`config.mk`:
```
export PLATFORM = sky130hd
export DESIGN_NAME = mc_controller
export DESIGN_NICKNAME = d
export VERILOG_FILES = /design/src/rtl/mc_controller.sv
export SDC_FILE = /design/constraint.sdc
export NUM_CORES = 1
export LEC_CHECK = 0
export CAP_MARGIN = 5
export CORE_MARGIN = 2
export CORE_UTILIZATION = 49
export DETAILED_ROUTE_END_ITERATION = 7
export PLACE_DENSITY = 0.83
export SLEW_MARGIN = 10
export SYNTH_ARGS = -nofsm -noshare
export SYNTH_HDL_FRONTEND = slang
export SYNTH_SLANG_ARGS = --single-unit
```
`constraint.sdc`:
```
create_clock -name clk -period 2.6 [get_ports clk]
set_clock_uncertainty 0.05 [all_clocks]
set_input_delay 0.78 -clock clk [delete_from_list [all_inputs] [get_ports clk]]
set_output_delay 0.78 -clock clk [all_outputs]
set_load 0.01 [all_outputs]
```
`src/rtl/mc_controller.sv`:
```
// Multi-cycle MIPS-subset control FSM: fetch, decode, execute, memory and write-back sequencing.
// Optional MC_CTRL_ILLEGAL_TRAP_EN sends illegal instructions to a sticky TRAP state instead of refetching.
module mc_controller #(
  parameter int unsigned MEM_LAT = 1,
  parameter int unsigned CNT_W   = 4
) (
  input  logic       clk,
  input  logic       reset,
  input  logic [5:0] op,
  input  logic [5:0] fn,
  input  logic       zero,
  output logic       pcWrite,
  output logic       irWrite,
  output logic       memRead,
  output logic       memWrite,
  output logic       regWrite,
  output logic       aluSrc,
  output logic [1:0] regDst,
  output logic [1:0] memToR,
  output logic [2:0] aluOp,
  output logic [1:0] extOp,
  output logic [2:0] jumpOp,
  output logic [2:0] state,
  output logic       instrDone,
  output logic       illegal
);

  localparam logic [CNT_W-1:0] LAST_CNT = CNT_W'(MEM_LAT - 1);

  typedef enum logic [2:0] {
    FETCH  = 3'd0,
    DECODE = 3'd1,
    EXEC   = 3'd2,
    MEM    = 3'd3,
    WB     = 3'd4,
    TRAP   = 3'd5
  } state_t;

  typedef enum logic [3:0] {
    I_ADD, I_SUB, I_ORI, I_LW, I_SW, I_BEQ, I_JR, I_LUI, I_JAL, I_BAD
  } instr_t;

  state_t           state_q, state_d;
  logic [CNT_W-1:0] wait_q, wait_d;
  logic [5:0]       op_q, fn_q;
  instr_t           cls_in, cls_q;

  function automatic instr_t classify(input logic [5:0] o, input logic [5:0] f);
    instr_t c;
    c = I_BAD;
    case (o)
      6'b000000: begin
        case (f)
          6'b100000: c = I_ADD;
          6'b100010: c = I_SUB;
          6'b001000: c = I_JR;
          default:   c = I_BAD;
        endcase
      end
      6'b001101: c = I_ORI;
      6'b100011: c = I_LW;
      6'b101011: c = I_SW;
      6'b000100: c = I_BEQ;
      6'b001111: c = I_LUI;
      6'b000011: c = I_JAL;
      default:   c = I_BAD;
    endcase
    return c;
  endfunction

  // DECODE steers on the live IR fields; later states use only the latched copy.
  assign cls_in = classify(op, fn);
  assign cls_q  = classify(op_q, fn_q);
  assign state  = state_q;

  always_ff @(posedge clk) begin
    if (reset) begin
      state_q <= FETCH;
      wait_q  <= '0;
      op_q    <= '0;
      fn_q    <= '0;
    end else begin
      state_q <= state_d;
      wait_q  <= wait_d;
      if (state_q == DECODE) begin
        op_q <= op;
        fn_q <= fn;
      end
    end
  end

`ifdef MC_CTRL_ILLEGAL_TRAP_EN
  logic ill_q;

  always_ff @(posedge clk) begin
    if (reset)                ill_q <= 1'b0;
    else if (state_d == TRAP) ill_q <= 1'b1;
  end

  assign illegal = ill_q & ~reset;
`else
  assign illegal = 1'b0;
`endif

  // Next state and decoded strobes; wait_d defaults to 0 so FETCH/MEM are always entered with a clear counter.
  always_comb begin
    state_d   = state_q;
    wait_d    = '0;
    pcWrite   = 1'b0;
    irWrite   = 1'b0;
    memRead   = 1'b0;
    memWrite  = 1'b0;
    regWrite  = 1'b0;
    aluSrc    = 1'b0;
    regDst    = 2'b00;
    memToR    = 2'b00;
    aluOp     = 3'b000;
    extOp     = 2'b00;
    jumpOp    = 3'b000;
    instrDone = 1'b0;

    case (state_q)
      FETCH: begin
        memRead = 1'b1;
        if (wait_q == LAST_CNT) begin
          irWrite = 1'b1;
          pcWrite = 1'b1;
          state_d = DECODE;
        end else begin
          wait_d = wait_q + CNT_W'(1);
        end
      end

      DECODE: begin
        case (cls_in)
          I_LUI, I_JAL: state_d = WB;
`ifdef MC_CTRL_ILLEGAL_TRAP_EN
          I_BAD:        state_d = TRAP;
`else
          I_BAD:        state_d = FETCH;
`endif
          default:      state_d = EXEC;
        endcase
      end

      EXEC: begin
        state_d = FETCH;
        case (cls_q)
          I_ADD: state_d = WB;
          I_SUB: begin
            aluOp   = 3'b001;
            state_d = WB;
          end
          I_ORI: begin
            aluSrc  = 1'b1;
            aluOp   = 3'b011;
            state_d = WB;
          end
          I_LW, I_SW: begin
            aluSrc  = 1'b1;
            extOp   = 2'b01;
            state_d = MEM;
          end
          I_BEQ: begin
            aluOp     = 3'b100;
            jumpOp    = 3'b001;
            pcWrite   = zero;
            instrDone = 1'b1;
          end
          I_JR: begin
            jumpOp    = 3'b011;
            pcWrite   = 1'b1;
            instrDone = 1'b1;
          end
          default: state_d = FETCH;
        endcase
      end

      MEM: begin
        memRead = (cls_q == I_LW);
        if (wait_q == LAST_CNT) begin
          if (cls_q == I_LW) begin
            state_d = WB;
          end else begin
            memWrite  = 1'b1;
            instrDone = 1'b1;
            state_d   = FETCH;
          end
        end else begin
          wait_d = wait_q + CNT_W'(1);
        end
      end

      WB: begin
        regWrite  = 1'b1;
        instrDone = 1'b1;
        state_d   = FETCH;
        case (cls_q)
          I_ADD, I_SUB: regDst = 2'b01;
          I_LW:         memToR = 2'b01;
          I_LUI: begin
            extOp  = 2'b10;
            memToR = 2'b10;
          end
          I_JAL: begin
            regDst  = 2'b10;
            memToR  = 2'b11;
            pcWrite = 1'b1;
            jumpOp  = 3'b010;
          end
          default: ;
        endcase
      end

`ifdef MC_CTRL_ILLEGAL_TRAP_EN
      TRAP: state_d = TRAP;
`else
      TRAP: state_d = FETCH;
`endif

      default: state_d = FETCH;
    endcase

    // Synchronous reset still silences every strobe during the reset cycle itself.
    if (reset) begin
      pcWrite   = 1'b0;
      irWrite   = 1'b0;
      memRead   = 1'b0;
      memWrite  = 1'b0;
      regWrite  = 1'b0;
      aluSrc    = 1'b0;
      regDst    = 2'b00;
      memToR    = 2'b00;
      aluOp     = 3'b000;
      extOp     = 2'b00;
      jumpOp    = 3'b000;
      instrDone = 1'b0;
    end
  end

endmodule

```
==> metrics.txt <==
Unique masters post-synth=56; Top delay family on crit path=compound AO/OA/AOI/OAI gates; pre-CTS WS=-881 ps; DIE AREA=3640 um^2; Crit-path slowest cell=dfxtp_4; core area=3030 um^2; via count=2,143; GR Overflow Total=0; placed instance area=2280 um^2; DR WL/cell=18.3 um; Site Rows=20; vias per cell=6.18; Main synth FF type=dfxtp_1; ratio of cells with drive above 1 in the final layout=42.6%; critical path required time=1770 ps; global-route wire length before repair=8.58 mm; Avg Cell Area, Syn=7.17 um^2; Leakage=1.05 nW; violated checks=negative setup slack; time the worst path needs with I/O delays and setup=3020 ps; gr usage total=31.2%; ys async rst share=0%; Final Hold Vio Count=0; YS warnings=0; DRT Pass-1 Iters=7; Slew Viols, Final=0; HP Class=reg2reg; H-Tree Depth=1; Critical Path Fanout Max=5; startpoint types=flip-flop; height of the die=60.3 um; max frequency=331 MHz; largest net degree at the start of global routing=13; post-synthesis cell count=217; CP arrival=2190 ps; VDD IR-drop max=0.191 mV; initial detailed-routing violation count=330; register bit count reported by yosys=19; DRT Wirelength=6.37 mm; initial core utilization=51.4%; Max-Cap Viols=0; design area=2560 um^2; Nets=321; Setup CP Type=reg2out; Pwr per Cell Area=325 nW/um^2; Clock transition at path regs=120 ps; TritonCTS clock tree=yes; Die X=60.3 um; synthesized area=1560 um^2; Post-synth EDFFs=0; CTS Buf Count=3; Crit. End Element=output pin; Worst-Skew Late Latency=320 ps; DRC=0; antenna violations before repair=0; crit-path cells=buf_6 > and2b_1 > o21ai_2 > a21oi_2 > mux2_4 > a211oi_4 > o21bai_1 > buf_2; GP Congestion=0.916; # diodes=0; worst path bufs/invs=2; fin worst setup slack=-417 ps; vias in the first global route=1,903; CTS Buffer Depth=2; sequential share of the synthesized area=24.5%; Detail Route Antenna Nets=0; fin crit share=116%; PortBufs=35; # IOs=38; final setup fails=12; clk sinks=19; status=complete, but fails checks; area grow syn2layout=64.4%; CP max stage delay=380 ps; clk root buf=clkbuf_4; RSZ-0062 raised after global routing=yes; DP HPWL=3.39 mm
## per-stage QoR
step | hold slack [ps] | util [%] | TNS (ps) | power [mW] | instances
2_1_floorplan | 380 | - | -1.53 | 0.472 | 218
3_3_place_gp | 403 | 75.3 | -12900 | 0.586 | 334
3_5_place_dp | 410 | 75.3 | -13620 | 0.592 | 334
4_1_cts | 425 | 80.4 | -1430 | 0.772 | 345
5_1_grt | 445 | 84.5 | -2930 | 0.854 | 347
6_report | 441 | 84.5 | -2280 | 0.831 | 347
## power breakdown
part | switching, mW | internal, mW | leakage (nW)
logic | 0.169 | 0.176 | 0.877
registers | 0.0211 | 0.305 | 0.159
clock network | 0.103 | 0.0577 | 0.0177
total | 0.293 | 0.538 | 1.05
## placed cells by master, fill, tap and decap left out, types with 4 or more instances in the layout
cell type	instances
a21oi_1	19
and2_1	4
and2b_1	4
buf_2	12
buf_4	54
buf_6	9
clkdlybuf4s50_1	17
dfxtp_1	12
dfxtp_4	4
inv_1	4
nand2_1	35
nand2b_1	6
nand3_1	4
nand4_1	4
nor2_1	14
nor2b_1	7
nor3_1	5
nor3_4	4
o21ai_0	4
## worst paths after layout
check	endpoint	cells past startpoint	slack, ps	startpoint
worst min register to register	fn_q[1]	2	440	fn_q[1]
worst min-delay path	fn_q[1]	2	440	fn_q[1]
worst max-delay path	instrDone	8	-420	op_q[5]
worst max register to register	state[2]	6	750	state[0]
## kinds of logic after synthesis
logic type	Yosys count	synth area share, %
AO/OA/AOI/OAI	46	19.7
XOR/XNOR	4	2.25
other	1	0.241
AND/OR/NAND/NOR	123	42.8
multiplexers	1	0.965
buffers and inverters	21	7.96
adder cells (fa/ha/maj)	2	1.61
flip-flops	19	24.5
## registers in the layout, summed over array words and instances, names as in the netlist
| name | flops |
|---|---|
| op_q | 6 |
| state | 3 |
| fn_q | 6 |
| wait_q | 4 |
## what timing repair did
| item | 4_1_cts | 5_1_grt |
|---|---|---|
| hold buffers | 0 | 0 |
| endpoints found under the setup margin | 18 | 18 |
| pin swaps | 16 | 12 |
| resized for setup | 99 | 28 |
| setup buffers | 8 | 3 |
| hold endpoints to repair | 0 | 0 |
## worst reg2reg max path, cell delays in order, from the launching register on
cell and delay [ps]:
dfxtp_1 470, buf_4 240, nand2b_1 120, buf_4 160
nor3_1 360, o311ai_2 220, o211ai_1 160
## synth_stat cells, types with 2 or more instances
master     n  area [um^2]
nand2_1   38          143
a211oi_1   2         15.0
buf_2      3         15.0
nand2b_1   7         43.8
a21oi_2    2         17.5
o21ai_0    6         30.0
ha_1       2         25.0
buf_4      3         22.5
and2b_1    4         30.0
clkbuf_1   5         18.8
nor4b_1    2         17.5
nand4_1    4         25.0
nor3_1     9         45.0
nor4_1     5         31.3
xor2_1     2         17.5
nand3b_1   2         15.0
and2_1     5         31.3
nor2b_1    8         50.1
inv_1      5         18.8
o31ai_1    2         15.0
dfxtp_1   19          380
xnor2_1    2         17.5
nor3b_1    2         15.0
buf_6      4         45.0
and3_1     3         18.8
or3_1      2         12.5
or2_2      2         12.5
nor2_1    15         56.3
nand3_1    6         30.0
a21oi_1   20          100
## routing by layer
layer  up-vias  global-route usage (%)  part of all wire (%)
met5         -                       0                     0
met4         0                    18.1                   5.4
met3        49                    5.76                   9.2
met2       175                    56.2                    48
met1       976                    34.1                    38
li1        943                       -                     -
## area by class of cell
| cell class | count | area, um^2 |
|---|---|---|
| multi-input cells | 178 | 1250 |
| repair buffers | 97 | 806 |
| fillers | 156 | 470 |
| flip-flops and latches | 19 | 399 |
| well taps | 44 | 55.1 |
| clock buffers | 3 | 22.5 |
| inverters | 5 | 18.8 |
| clock inverters | 1 | 5.00 |
No activity file was read; power rests on OpenSTA's default activity.
